<file path="src/rtl/branch_resolve_unit_pkg.sv">
// Shared types for the branch resolve unit: the BPU update bundle, the grouped
// resolve request, the BTB classification and the resolve FSM state encoding.
package branch_resolve_unit_pkg;

  typedef enum logic [1:0] {
    BTB_JUMP   = 2'd0,
    BTB_BRANCH = 2'd1,
    BTB_RETURN = 2'd2
  } btb_type_t;

  typedef struct packed {
    logic        valid;
    logic [31:0] pc;
    logic [31:0] actual_target;
    logic        actual_taken;
    logic        is_branch_inst;
    logic        is_call_inst;
    logic        is_ret_inst;
    logic        same_link_regs;
    logic        is_miss_predict;
    btb_type_t   btb_type;
  } bpu_update_req_t;

  typedef struct packed {
    logic        valid;
    logic [31:0] pc;
    logic        is_branch;
    logic        is_call;
    logic        is_ret;
    logic        same_link_regs;
    logic        actual_taken;
    logic [31:0] actual_target;
    logic        pred_valid;
    logic [31:0] pred_target;
  } res_req_t;

  typedef enum logic {
    ST_IDLE,
    ST_REDIRECT
  } brc_state_t;

  // A call+ret encoding (coroutine swap) is classified as a plain jump.
  function automatic btb_type_t classify_btb(input logic is_branch,
                                             input logic is_call,
                                             input logic is_ret);
    if (is_branch)
      return BTB_BRANCH;
    if (is_ret && !is_call)
      return BTB_RETURN;
    return BTB_JUMP;
  endfunction

endpackage

</file>
<file path="src/rtl/branch_resolve_unit_sat_counter.sv">
// Saturating up-counter used for the resolve and mispredict performance counters.
module brc_sat_counter #(
  parameter int WIDTH = 32
) (
  input  logic             clk,
  input  logic             rst_n,
  input  logic             inc,
  output logic [WIDTH-1:0] count
);

  always_ff @(posedge clk or negedge rst_n) begin
    if (!rst_n)
      count <= '0;
    else if (inc && (count != '1))
      count <= count + WIDTH'(1);
  end

endmodule

</file>
<file path="src/rtl/branch_resolve_unit.sv">
// Compares resolved control flow against the frontend prediction, issues one
// registered BPU update per live resolve and drives the mispredict redirect.
module branch_resolve_unit
  import branch_resolve_unit_pkg::*;
#(
  parameter int EPOCH_WIDTH = 2,
  parameter int CNT_WIDTH   = 32
) (
  input  logic                   clk,
  input  logic                   rst_n,
  input  logic                   res_valid,
  input  logic [31:0]            res_pc,
  input  logic                   res_is_branch,
  input  logic                   res_is_call,
  input  logic                   res_is_ret,
  input  logic                   res_same_link_regs,
  input  logic                   res_actual_taken,
  input  logic [31:0]            res_actual_target,
  input  logic                   res_pred_valid,
  input  logic [31:0]            res_pred_target,
  input  logic [EPOCH_WIDTH-1:0] res_epoch,
  input  logic                   trap_flush,
  output bpu_update_req_t        update_req,
  output logic                   redirect_valid,
  output logic [31:0]            redirect_pc,
  input  logic                   redirect_ready,
  output logic                   flush,
  output logic [EPOCH_WIDTH-1:0] cur_epoch,
  output logic [CNT_WIDTH-1:0]   resolved_cnt,
  output logic [CNT_WIDTH-1:0]   mispredict_cnt
);

  typedef logic [EPOCH_WIDTH-1:0] epoch_t;

  res_req_t        res;
  brc_state_t      state;
  brc_state_t      state_next;
  bpu_update_req_t update_next;
  logic [31:0]     pred_npc;
  logic [31:0]     act_npc;
  logic            miss;
  logic            live;
  logic            miss_live;

  assign res = '{valid:          res_valid,
                 pc:             res_pc,
                 is_branch:      res_is_branch,
                 is_call:        res_is_call,
                 is_ret:         res_is_ret,
                 same_link_regs: res_same_link_regs,
                 actual_taken:   res_actual_taken,
                 actual_target:  res_actual_target,
                 pred_valid:     res_pred_valid,
                 pred_target:    res_pred_target};

  // Anything resolving while a redirect is outstanding is wrong-path, whatever its tag.
  always_comb begin
    pred_npc  = res.pred_valid   ? res.pred_target   : res.pc + 32'd4;
    act_npc   = res.actual_taken ? res.actual_target : res.pc + 32'd4;
    miss      = (pred_npc != act_npc);
    live      = res.valid && (res_epoch == cur_epoch) && !trap_flush && (state == ST_IDLE);
    miss_live = live && miss;
  end

  always_comb begin
    update_next                 = '0;
    update_next.valid           = 1'b1;
    update_next.pc              = res.pc;
    update_next.actual_target   = res.actual_target;
    update_next.actual_taken    = res.actual_taken;
    update_next.is_branch_inst  = res.is_branch;
    update_next.is_call_inst    = res.is_call;
    update_next.is_ret_inst     = res.is_ret;
    update_next.same_link_regs  = res.same_link_regs;
    update_next.is_miss_predict = miss;
    update_next.btb_type        = classify_btb(res.is_branch, res.is_call, res.is_ret);
  end

  // NOTE: every signal written in always_comb gets a default first, otherwise a latch is inferred.
  always_comb begin
    state_next = state;
    unique case (state)
      ST_IDLE:     if (miss_live) state_next = ST_REDIRECT;
      ST_REDIRECT: if (trap_flush || redirect_ready) state_next = ST_IDLE;
      default:     state_next = ST_IDLE;
    endcase
  end

  // NOTE: sequential state uses non-blocking assignments so all registers sample the same edge.
  always_ff @(posedge clk or negedge rst_n) begin
    if (!rst_n) begin
      state          <= ST_IDLE;
      update_req     <= '0;
      redirect_valid <= 1'b0;
      redirect_pc    <= '0;
      flush          <= 1'b0;
      cur_epoch      <= '0;
    end else begin
      state          <= state_next;
      update_req     <= live ? update_next : '0;
      redirect_valid <= (state_next == ST_REDIRECT);
      flush          <= miss_live;
      if (miss_live)
        redirect_pc <= act_npc;
      // A trap opens a new epoch too; its own flush is driven by the trap path.
      if (miss_live || trap_flush)
        cur_epoch <= cur_epoch + epoch_t'(1);
    end
  end

  brc_sat_counter #(.WIDTH(CNT_WIDTH)) u_resolved_cnt (
    .clk   (clk),
    .rst_n (rst_n),
    .inc   (live),
    .count (resolved_cnt)
  );

  brc_sat_counter #(.WIDTH(CNT_WIDTH)) u_mispredict_cnt (
    .clk   (clk),
    .rst_n (rst_n),
    .inc   (miss_live),
    .count (mispredict_cnt)
  );

endmodule

</file>
<file path="config.mk">
export PLATFORM = sky130hd
export DESIGN_NAME = branch_resolve_unit
export DESIGN_NICKNAME = d
export VERILOG_FILES = /design/src/rtl/branch_resolve_unit_pkg.sv /design/src/rtl/branch_resolve_unit_sat_counter.sv /design/src/rtl/branch_resolve_unit.sv
export SDC_FILE = /design/constraint.sdc
export NUM_CORES = 1
export LEC_CHECK = 0
export CAP_MARGIN = 15
export CORE_ASPECT_RATIO = 2
export CORE_UTILIZATION = 52
export CTS_CLUSTER_DIAMETER = 120
export DETAILED_ROUTE_END_ITERATION = 6
export HOLD_SLACK_MARGIN = 0.02
export PLACE_DENSITY = 0.85
export SLEW_MARGIN = 20
export SYNTH_ARGS = -nofsm -noshare
export SYNTH_HDL_FRONTEND = slang
export SYNTH_HIERARCHICAL = 1
export SYNTH_SLANG_ARGS = --single-unit
export TNS_END_PERCENT = 30
</file>
<file path="constraint.sdc">
create_clock -name clk -period 4.1 [get_ports clk]
set_clock_uncertainty 0.2 [all_clocks]
set_input_delay 0.82 -clock clk [delete_from_list [all_inputs] [get_ports clk]]
set_output_delay 0.82 -clock clk [all_outputs]
set_load 0.02 [all_outputs]
</file>
== Word level (Yosys, flattened, before mapping) ==
Index checks and enable logic that the tools add are counted.

* Input port bits: 109
* Word-level logic and storage cells: 49
* Output and inout port bits: 173
* Flip-flop bits (word level): 173

* Bitwise operators: 1
* Reductions and logical operators: 11
* Eq/ne operators: 4
* Muxes and demuxes: 13
* Add/sub/neg operators: 4

{| class="wikitable"
|+ Operators with widths
! cell !! number
|-
| $mux 73 || 1
|-
| $add 32x1->32 const B || 2
|-
| $mux 32 || 2
|-
| $ne 32x32->1 const B || 2
|-
| $add 32x3->32 const B || 1
|-
| $ne 32x32->1 || 1
|-
| $mux 2 || 4
|-
| $logic_and 1x1->1 || 7
|-
| $mux 1 || 5
|-
| $add 2x1->2 const B || 1
|-
| $eq 2x2->1 || 1
|-
| $logic_not 1->1 || 2
|-
| $logic_or 1x1->1 || 2
|-
| $pmux 1 s2 || 1
|-
| $not 1->1 || 1
|}

== Depth between registers and ports, before layout ==
Gate-level depths: netlist of run 1.

* Depth in word-level cells: 7
* Gate-level depth with buffers: 17
* Depth with buffers taken out: 14

== By module ==
The synthesis of run 1 kept the hierarchy.

{| class="wikitable"
|+ By module, submodules not included
! module !! times used !! area each (µm²) !! cells an instance
|-
| branch_resolve_unit || 1 || 6622.6 || 671
|-
| brc_sat_counter || 2 || 1624.1 || 151
|}

== Least setup slack after synthesis of run 1 ==
OpenSTA, ideal clock, no wires.

* Path type: input to register
* Start point: input port res_pc[10]
* End point: register u_mispredict_cnt.count[29]
* Stages on the path: 17
* Required time: 3820 ps
* Setup slack: -553 ps
* Data arrival time: 4373 ps
* Path through: buf_2 > nand4_1 > or4_4 > buf_6 > or4_4 > or2_0 > a31oi_1 > a221oi_1 > and4_4 > a31oi_4 > buf_8 > and3_1 > nor2b_1 > clkbuf_1 > nand4_1 > nor4_2 > xor2_1

* Cells in the longest elaborated chain, start to end: 5

{| class="wikitable"
|+ RTL lines
! item !! line !! source
|-
| from (decl) || branch_resolve_unit.sv:12 || <nowiki>input logic [31:0] res_pc,</nowiki>
|-
| $add 32x3->32 (*) || branch_resolve_unit.sv:58, branch_resolve_unit.sv:59 ||
|-
| $mux 32, on equally long branches || branch_resolve_unit.sv:58, branch_resolve_unit.sv:59 ||
|-
| $ne 32x32->1 (*) || branch_resolve_unit.sv:60 || <nowiki>miss = (pred_npc != act_npc);</nowiki>
|-
| $logic_and 1x1->1 (*) || branch_resolve_unit.sv:62 || <nowiki>miss_live = live && miss;</nowiki>
|-
| named net miss_live || branch_resolve_unit.sv:43 || <nowiki>logic miss_live;</nowiki>
|-
| $logic_and 1x1->1 (*) || branch_resolve_unit_sat_counter.sv:14 || <nowiki>else if (inc && (count != '1))</nowiki>
|-
| to (signal assigned) || branch_resolve_unit_sat_counter.sv:15 || <nowiki>count <= count + WIDTH'(1);</nowiki>
|-
| to (decl) || branch_resolve_unit_sat_counter.sv:8 || <nowiki>output logic [WIDTH-1:0] count</nowiki>
|}

The timed path passes the listed nets; every way through them passes the cells marked *.
A chain may end at the register's enable or synchronous reset.

== Worst setup path after layout of run 1 ==
* Start point: input port res_pc[16]
* End point: register u_mispredict_cnt.count[18]

* Cells in the longest elaborated chain, start to end: 5

{| class="wikitable"
|+ RTL lines
! item !! line
|-
| $add 32x3->32 (*) || branch_resolve_unit.sv:58, branch_resolve_unit.sv:59
|-
| $mux 32, on equally long branches || branch_resolve_unit.sv:58, branch_resolve_unit.sv:59
|-
| $ne 32x32->1 (*) || branch_resolve_unit.sv:60
|-
| $logic_and 1x1->1 (*) || branch_resolve_unit.sv:62
|-
| $logic_and 1x1->1 (*) || branch_resolve_unit_sat_counter.sv:14
|}

Every way passes the cells marked *; elsewhere a longest branch is shown, timed or not.

==> flow_metrics.env, run 1 <==
export IMPL_drc_violations_left=0
export IMPL_grt_pass1_wl_mm=53.4
export IMPL_finalWorstSetupSlack_ns=-0.172
export IMPL_ys_warnings=6
export IMPL_rsz0062_at_grt="true"
export IMPL_finalNonFillerCells=1642
export IMPL_number_of_global_route_vias_before_repair=9860
export IMPL_synth_top_cell_area_share=0.434
export IMPL_place_inst=1599
export IMPL_mostFrequentLayoutCells="clkdlybuf4s50_1, buf_4, dfrtp_1"
export IMPL_routed_wl_mm=35.9
export IMPL_fp_dieArea_um2=19600
export IMPL_cts_max_level=4
export IMPL_yosys_top_cells_area="dfrtp_1, xnor2_1, and2_1"
export IMPL_synth_cell_area_um2=9870
export IMPL_irDropWorstVdd_mv=0.322
export IMPL_grt_antenna_before_repair=1
export IMPL_asyncSetResetFlopFracSynth=1.00
export IMPL_hold_slack_ns=0.198
export IMPL_worst_ep_required_time_ns=4.26
export IMPL_num_io_pins=282
export IMPL_timing_critical_path_from_type="input port"
export IMPL_groute_usage_overall=0.367
export IMPL_ys_types=73
export IMPL_total_of_flip_flops_plus_latches_after_synthesis=171
export IMPL_fin_nets=1524
export IMPL_synth_yosys_seq_area_share=0.434
export IMPL_synth_edf_count=0
export IMPL_worst_setup_hold_path_clk_slew_ns=0.06
export IMPL_synthFlopType="dfrtp_1"
export IMPL_tmin_final_ns=4.27
export IMPL_power_static_leakage_nw=6.49
export IMPL_synthDominantAreaCellType="dfrtp_1"
export IMPL_route_vias_total=9662
export IMPL_drive_gt1_frac=0.229
export IMPL_sort_of_element_at_the_end_of_the_critical_path="flip-flop"
export IMPL_viasPerCell=5.88
export IMPL_timing_hold_violations_final=0
export IMPL_rows=71
export IMPL_status="complete, but fails checks"
export IMPL_clock_tree_buffer_depth=2
export IMPL_finalMaxSlewViolations=0
export IMPL_effective_utilization_at_floorplan=0.529
export IMPL_insertion_delay_ns=0.43
export IMPL_wire_per_inst_um=21.9
export IMPL_synthCells=973
export IMPL_mean_area_per_synthesized_cell_um2=10.1
export IMPL_die_y_um=197
export IMPL_slew_headroom=0.427
export IMPL_maxClockFrequency_mhz=234
export IMPL_floorplan_core_area_um2=18700
export IMPL_place_gp_congestion=1.00
export IMPL_clock_tree_root_cell="clkbuf_16"
export IMPL_power_density_nw_per_um2=390
export IMPL_layout_cells_most_common="clkdlybuf4s50_1"
export IMPL_post_route_period_util=1.04
export IMPL_cts_tree="done"
export IMPL_die_width_um=99.4
export IMPL_type_of_the_worst_setup_path="input port to flip-flop"
export IMPL_drt_pass1_iterations=5
export IMPL_r2r_start="u_mispredict_cnt/count[23]"
export IMPL_synth_nets=1085
export IMPL_crit_fanout=5
export IMPL_violated_checks="negative setup slack"
export IMPL_timing_worst_slew_pin_value_ns=0.851
export IMPL_setup_slack_of_the_most_critical_reg_to_reg_path_ns=1.03
export IMPL_kind_of_path_behind_the_tightest_hold_check="input port to async pin"
export IMPL_placement_io_buffers=281
export IMPL_regToRegEndpoint="u_mispredict_cnt/count[25]"
export IMPL_setup_violations_final=39
export IMPL_detailed_place_hpwl_mm=26.9
export IMPL_rr_worst_depth=5
export IMPL_largest_net_degree_at_the_start_of_global_routing=84
export IMPL_drv_max_cap_violation_count=0
export IMPL_areaGrowthSynthToFinish_pct=52.3
export IMPL_drt_initial_drc_count=543
export IMPL_numCtsBuffers=17
export IMPL_worstPathArrival_ns=4.43
export IMPL_grt_overflow_total=0
export IMPL_ant_nets=0
export IMPL_cts_sinks=171
-- Yosys cell counts, types with 21 or more instances --
master / number
and2_1: 68
o21ai_0: 28
dfrtp_1: 171
nand2_1: 86
xor2_1: 36
clkbuf_1: 27
nor2_1: 51
mux2_4: 21
a21oi_1: 24
nand3_1: 48
nand4_1: 46
xnor2_1: 113
-- how the worst max path moves through the flow --
| stage | from | end | slack, ns | cells past startpoint |
|---|---|---|---|---|
| 2_1_floorplan | res_pc[10] | u_mispredict_cnt/count[29] | -0.41 | 16 |
| 3_3_place_gp | res_pc[13] | u_mispredict_cnt/count[29] | -0.97 | 14 |
| 3_5_place_dp | res_pc[13] | u_mispredict_cnt/count[29] | -1.08 | 14 |
| 4_1_cts | res_pc[8] | u_mispredict_cnt/count[29] | 0.003 | 15 |
| 5_1_grt | res_pc[2] | u_mispredict_cnt/count[18] | -0.28 | 17 |
| 6_report | res_pc[16] | u_mispredict_cnt/count[18] | -0.17 | 15 |
-- final cells by class --
class	count	area, µm²
clock buffers	19	453
flip-flops and latches	171	4280
inverters	20	75.1
repair buffers	463	4220
well taps	219	274
clock inverters	10	166
multi-input cells	739	5570
fillers	1158	3620
diodes	1	2.50
-- power by group --
group	switching, W	internal, W	total, W
registers	0.000195	0.00195	0.00214
clock network	0.000668	0.00104	0.00171
logic	0.000980	0.00103	0.00201
total	0.00184	0.00402	0.00586
-- metrics by stage --
stage / power [W] / util / worst slack (ns) / setup TNS (ns) / cell area [µm²]
detailed placement: 0.00413 / 0.753 / -1.08 / -50.69 / 14100
global route: 0.00607 / 0.806 / -0.282 / -8.05 / 15000
CTS: 0.00588 / 0.795 / 0.00266 / 0 / 14800
floorplan: 0.00310 / - / -0.406 / -6.21 / 9930
global placement: 0.00409 / 0.753 / -0.971 / -47.89 / 14100
finish: 0.00586 / 0.806 / -0.172 / -3.56 / 15000
-- critical path: stages --
cell      delay (ns)
buf_6           0.07
nand4_1         0.28
or4_4           0.66
or4_4           0.50
and2_4          0.19
o32ai_4         0.32
a211oi_2        0.05
and4b_2         0.25
a31oi_4         0.24
buf_8           0.15
nand4_1         0.21
buf_4           0.23
nor3_4          0.17
buf_4           0.15
xor2_1          0.14
-- flip-flops by register name, indices dropped and copies added, names as in the netlist --
name	count
cur_epoch	2
flush	1
redirect_pc	32
state	1
u_mispredict_cnt/count	32
u_resolved_cnt/count	32
update_req	71
-- timing repair --
item / in CTS / in global routing
hold buffers: 0 / 0
pin swaps: 28 / 25
setup endpoints to repair: 57 / 30
setup buffers: 5 / 8
resized for setup: 65 / 35
-- logic make-up after synthesis --
group,count (synthesis),synth area share
adder cells (fa/ha/maj),3,0.00380
XOR/XNOR,158,0.153
flip-flops,171,0.434
multiplexers,45,0.0578
AND/OR/NAND/NOR,408,0.233
buffers and inverters,63,0.0322
AO/OA/AOI/OAI,125,0.0872
-- metal layers --
layer,vias to the layer above,wire length [µm],GRT usage
met2,502,19200,0.672
li1,4325,-,-
met3,176,1940,0.0645
met1,4659,11500,0.348
met4,0,3280,0.307
met5,-,0,0
Note: power is estimated with default switching activity, not from simulation.
==> run 2, diff against run 1 <==
CORE_UTILIZATION = 40   (was 52)
PLACE_DENSITY = 0.68   (was 0.85)
==> flow_metrics.env, run 2 (synthesis gave the netlist of run 1 again) <==
export IMPL_cp_common_cell="buf_4"
export IMPL_cts_hold_buffers=0
export IMPL_clock_tree_buffer_depth=2
export IMPL_wire_per_inst_um=21.3
export IMPL_crit_fanout=10
export IMPL_slew_headroom=0.434
export IMPL_fp_dieArea_um2=25300
export IMPL_sw_frac_of_total=0.340
export IMPL_mostFrequentLayoutCells="clkdlybuf4s50_1, buf_4, dfrtp_1"
export IMPL_routed_top_layer="met4"
export IMPL_irDropWorstVdd_mv=0.320
export IMPL_effective_utilization_at_floorplan=0.406
export IMPL_maxClockFrequency_mhz=249
export IMPL_power_net_switching_w=0.00195
export IMPL_kind_of_path_behind_the_tightest_hold_check="input port to async pin"
export IMPL_antenna_diode_count=0
export IMPL_drt_pass1_iterations=6
export IMPL_path_delay_family="simple AND/OR/NAND/NOR gates"
export IMPL_cts_sinks=171
export IMPL_die_y_um=224
export IMPL_sort_of_element_at_the_end_of_the_critical_path="flip-flop"
export IMPL_path_cells="dlygate4sd2_1 -> and4_1 -> nand4_1 -> buf_4 -> or4_4 -> buf_4 -> nand3_1 -> a41oi_1 -> o31ai_1 -> and4b_2 -> a31oi_4 -> buf_4 -> buf_6 -> buf_4 -> buf_12 -> mux2_4"
export IMPL_largest_reg_flops=71
export IMPL_finalMaxSlewViolations=0
export IMPL_timing_critical_path_from_type="input port"
export IMPL_wl_met3_mm=1.45
export IMPL_dp_worst_setup_slack_ns=-1.00
export IMPL_placement_io_buffers=281
export IMPL_layout_cells_most_common="clkdlybuf4s50_1"
export IMPL_largest_net_degree_at_the_start_of_global_routing=85
export IMPL_route_vias_total=9319
export IMPL_die_width_um=113
export IMPL_insertion_delay_ns=0.46
export IMPL_grt_antenna_before_repair=0
export IMPL_drv_max_cap_violation_count=0
export IMPL_drt_initial_drc_count=441
export IMPL_fin_nets=1532
export IMPL_routed_wl_mm=36.7
export IMPL_post_route_period_util=0.979
export IMPL_crit_path_top_delay_cell="or4_4"
export IMPL_worst_ep_required_time_ns=4.25
export IMPL_worst_setup_hold_path_clk_slew_ns=0.07
export IMPL_worstPathBufferInverterCount=7
export IMPL_floorplan_core_area_um2=24300
export IMPL_drc_violations_left=0
export IMPL_numCtsBuffers=17
export IMPL_total_power_w=0.00574
export IMPL_ant_nets=0
export IMPL_hold_slack_ns=0.199
export IMPL_drive_gt1_frac=0.244
export IMPL_power_clock_fraction=0.277
export IMPL_finalWorstSetupSlack_ns=0.0848
export IMPL_p_comb_frac=0.351
export IMPL_rows=81
export IMPL_place_gp_congestion=1.01
export IMPL_met2_length_mm=20.4
export IMPL_seqPwrFrac=0.373
export IMPL_cts_tree="done"
export IMPL_detailed_place_hpwl_mm=29.1
export IMPL_areaGrowthSynthToFinish_pct=53.5
export IMPL_grt_pass1_wl_mm=54.7
export IMPL_type_of_the_worst_setup_path="input port to flip-flop"
export IMPL_viasPerCell=5.41
export IMPL_power_density_nw_per_um2=379
export IMPL_largest_register="update_req"
export IMPL_grt_overflow_total=0
export IMPL_num_io_pins=282
export IMPL_cts_max_level=4
export IMPL_tmin_final_ns=4.02
export IMPL_setup_violations_final=0
export IMPL_drt_met1_wl_mm=11.9
export IMPL_status="completed"
export IMPL_clock_tree_root_cell="clkbuf_16"
export IMPL_power_static_leakage_nw=6.59
export IMPL_number_of_global_route_vias_before_repair=9548
export IMPL_groute_usage_overall=0.296
export IMPL_intPower_w=0.00379
export IMPL_cpPeakStageDelay_ns=0.50
export IMPL_worstPathArrival_ns=4.16
export IMPL_timing_hold_violations_final=0
export IMPL_timing_worst_slew_pin_value_ns=0.841
run 2: power by group through the flow:
| stage | logic (W) | registers, W | clock network (W) |
|---|---|---|---|
| 2_1_floorplan | 0.000635 | 0.00246 | 0 |
| 5_1_grt | 0.00212 | 0.00217 | 0.00170 |
| 3_3_place_gp | 0.00197 | 0.00217 | 0 |
| 3_5_place_dp | 0.00199 | 0.00217 | 0 |
| 6_report | 0.00201 | 0.00214 | 0.00159 |
| 4_1_cts | 0.00201 | 0.00214 | 0.00163 |
run 2: routing by layer:
layer | GRT usage | vias up
met5 | 0 | -
met4 | 0.211 | 0
met2 | 0.566 | 340
met1 | 0.274 | 4506
met3 | 0.0522 | 125
li1 | - | 4348
run 2: worst paths after layout:
kind,cells past startpoint,endpoint,start,slack [ns]
setup / recovery,16,redirect_pc[14],res_pc[20],0.08
hold / removal,1,update_req[13],rst_n,0.20
setup reg to reg,5,u_mispredict_cnt/count[10],u_mispredict_cnt/count[4],1.31
hold reg to reg,1,u_mispredict_cnt/count[31],u_mispredict_cnt/count[31],0.31
max in group asynchronous,2,update_req[67],rst_n,2.55
min in group clk,1,u_mispredict_cnt/count[31],u_mispredict_cnt/count[31],0.31
run 2: final cells by class:
| class | instances | area, µm² |
|---|---|---|
| fill | 2053 | 9170 |
| multi-input combinational | 739 | 5560 |
| timing repair buffer | 471 | 4300 |
| sequential | 171 | 4280 |
| clock buffer | 17 | 425 |
| tap | 290 | 363 |
| clock inverter | 15 | 151 |
| inverter | 20 | 75.1 |
run 2: timing repair:
| action | CTS | global route |
|---|---|---|
| hold endpoints to repair | 0 | 0 |
| resized for setup | 59 | 84 |
| pin swaps | 17 | 32 |
| buffers inserted | 11 | 13 |
| endpoints found under the setup margin | 63 | 49 |
run 2: stage by stage:
stage	setup TNS [ns]	std cells	cell area [µm²]	util
after detailed placement	-49.13	1667	14100	0.581
after global placement	-53.01	1667	14100	0.581
after CTS	0	1710	14900	0.614
after floorplan	-6.21	973	9930	-
after global routing	-0.109	1723	15200	0.623
final	0	1723	15200	0.623
==> run 3, diff against run 2 <==
CORE_MARGIN = 3   (was not set)
SKIP_LAST_GASP = 1   (was not set)
==> flow_metrics.env, run 3 (synthesis gave the netlist of run 1 again) <==
export IMPL_status="complete, but fails checks"
export IMPL_violated_checks="negative setup slack"
export IMPL_drt_initial_drc_count=505
export IMPL_floorplan_core_area_um2=24100
export IMPL_clock_tree_buffer_depth=2
export IMPL_number_of_global_route_vias_before_repair=9986
export IMPL_cts_sinks=171
export IMPL_finalMaxSlewViolations=0
export IMPL_finalWorstSetupSlack_ns=-0.00642
export IMPL_wire_per_inst_um=21.2
export IMPL_grt_pass1_wl_mm=56.9
export IMPL_timing_worst_slew_pin_value_ns=0.754
export IMPL_cts_tree="done"
export IMPL_clock_tree_root_cell="clkbuf_16"
export IMPL_post_route_period_util=1.00
export IMPL_layout_area_seq_um2=4280
export IMPL_rr_worst_depth=5
export IMPL_drc_violations_left=0
export IMPL_place_inst=1716
export IMPL_numCtsBuffers=17
export IMPL_effective_utilization_at_floorplan=0.409
export IMPL_slew_headroom=0.493
export IMPL_insertion_delay_ns=0.45
export IMPL_grt_antenna_before_repair=0
export IMPL_maxClockFrequency_mhz=244
export IMPL_fp_dieArea_um2=26700
export IMPL_setup_violations_final=1
export IMPL_worst_setup_hold_path_clk_slew_ns=0.07
export IMPL_worst_ep_required_time_ns=4.23
export IMPL_place_gp_congestion=1.04
export IMPL_antenna_diode_count=0
export IMPL_areaGrowthSynthToFinish_pct=52.9
export IMPL_rsz0062_at_grt="true"
export IMPL_largest_net_degree_at_the_start_of_global_routing=73
export IMPL_fin_nets=1530
export IMPL_rows=80
export IMPL_setup_slack_of_the_most_critical_reg_to_reg_path_ns=1.33
export IMPL_detailed_place_hpwl_mm=30.1
export IMPL_fillCellCount=2088
export IMPL_irDropWorstVdd_mv=0.371
export IMPL_viasPerCell=5.27
export IMPL_total_power_w=0.00576
export IMPL_sort_of_element_at_the_end_of_the_critical_path="flip-flop"
export IMPL_area_occupied_by_multi_input_gates_um2=5500
export IMPL_dp_worst_setup_slack_ns=-1.18
export IMPL_drv_max_cap_violation_count=0
export IMPL_kind_of_path_behind_the_tightest_hold_check="input port to async pin"
export IMPL_groute_usage_overall=0.285
export IMPL_grt_overflow_total=0
export IMPL_finalNonFillerCells=1757
export IMPL_die_y_um=228
export IMPL_routed_wl_mm=37.2
export IMPL_ant_nets=0
export IMPL_placement_io_buffers=281
export IMPL_power_density_nw_per_um2=382
export IMPL_worstPathArrival_ns=4.23
export IMPL_timing_hold_violations_final=0
export IMPL_fin_setup_tns_ns=-0.00642
export IMPL_post_route_util=0.626
export IMPL_layout_cells_most_common="clkdlybuf4s50_1"
export IMPL_route_vias_total=9254
export IMPL_type_of_the_worst_setup_path="input port to flip-flop"
export IMPL_mostFrequentLayoutCells="clkdlybuf4s50_1, buf_4, dfrtp_1"
export IMPL_power_static_leakage_nw=6.48
export IMPL_die_width_um=117
export IMPL_largest_register="update_req"
export IMPL_crit_fanout=5
export IMPL_largest_reg_flops=71
export IMPL_drive_gt1_frac=0.225
export IMPL_timing_critical_path_from_type="input port"
export IMPL_tmin_final_ns=4.11
export IMPL_drt_pass1_iterations=5
export IMPL_num_io_pins=282
export IMPL_cts_max_level=4
-- run 3: cell count changes in the layout (fill, tap and decap cells not counted), moves of 5 or more --
| cell | before | now |
|---|---|---|
| clkdlybuf4s50_1 | 254 | 260 |
| dlygate4sd2_1 | 2 | 10 |
| dlymetal6s2s_1 | 5 | 0 |
| buf_6 | 16 | 9 |
| inv_8 | 6 | 0 |
-- run 3: report_power, final --
group	leakage, nW	internal, W	switching, W
logic	3.92	0.00104	0.00100
clock network	0.267	0.000904	0.000681
registers	2.30	0.00195	0.000187
-- run 3: path summary, 6_finish.rpt --
kind | endpoint | from
setup / recovery | u_mispredict_cnt/count[25] | res_pc[13]
hold / removal | update_req[19] | rst_n
setup reg to reg | u_mispredict_cnt/count[25] | u_mispredict_cnt/count[4]
hold reg to reg | u_resolved_cnt/count[31] | u_resolved_cnt/count[31]
max in group asynchronous | u_mispredict_cnt/count[11] | rst_n
min in group clk | u_resolved_cnt/count[31] | u_resolved_cnt/count[31]
-- run 3: worst max-delay path: stages --
cell      delay (ns)
buf_6           0.07
nand4_1         0.21
or4_4           0.66
or4_4           0.54
and2_4          0.19
o32ai_4         0.27
a211oi_2        0.07
and4b_2         0.25
a31oi_4         0.23
and3_4          0.25
nand3_4         0.12
nor3_4          0.23
nand4_1         0.14
xnor2_1         0.17
-- run 3: metal layers --
layer	part of all wire	GRT usage	vias up
met5	0	0	-
met4	0.066	0.165	0
met3	0.043	0.0538	99
met2	0.57	0.545	325
met1	0.32	0.268	4493
li1	-	-	4337
-- run 3: layout make-up --
class / instances / area share
Clock buffer: 19 / 0.0293
Multi-Input combinational cell: 739 / 0.365
Inverter: 20 / 0.00497
Sequential cell: 171 / 0.284
Timing Repair Buffer: 469 / 0.282
Tap cell: 328 / 0.0272
Clock inverter: 11 / 0.00812
-- run 3: through the flow --
stage	hold slack, ns	area (µm²)
floorplan	0.324	9930
detailed placement	0.283	14300
global route	0.0884	15100
finish	0.0828	15100
CTS	0.0804	15000
global placement	0.283	14300
-- run 3: timing repair --
action,CTS,global route
hold endpoints to repair,0,0
endpoints found under the setup margin,67,47
resized for setup,57,27
hold buffers,0,0
buffers inserted,9,2
pin swaps,21,22
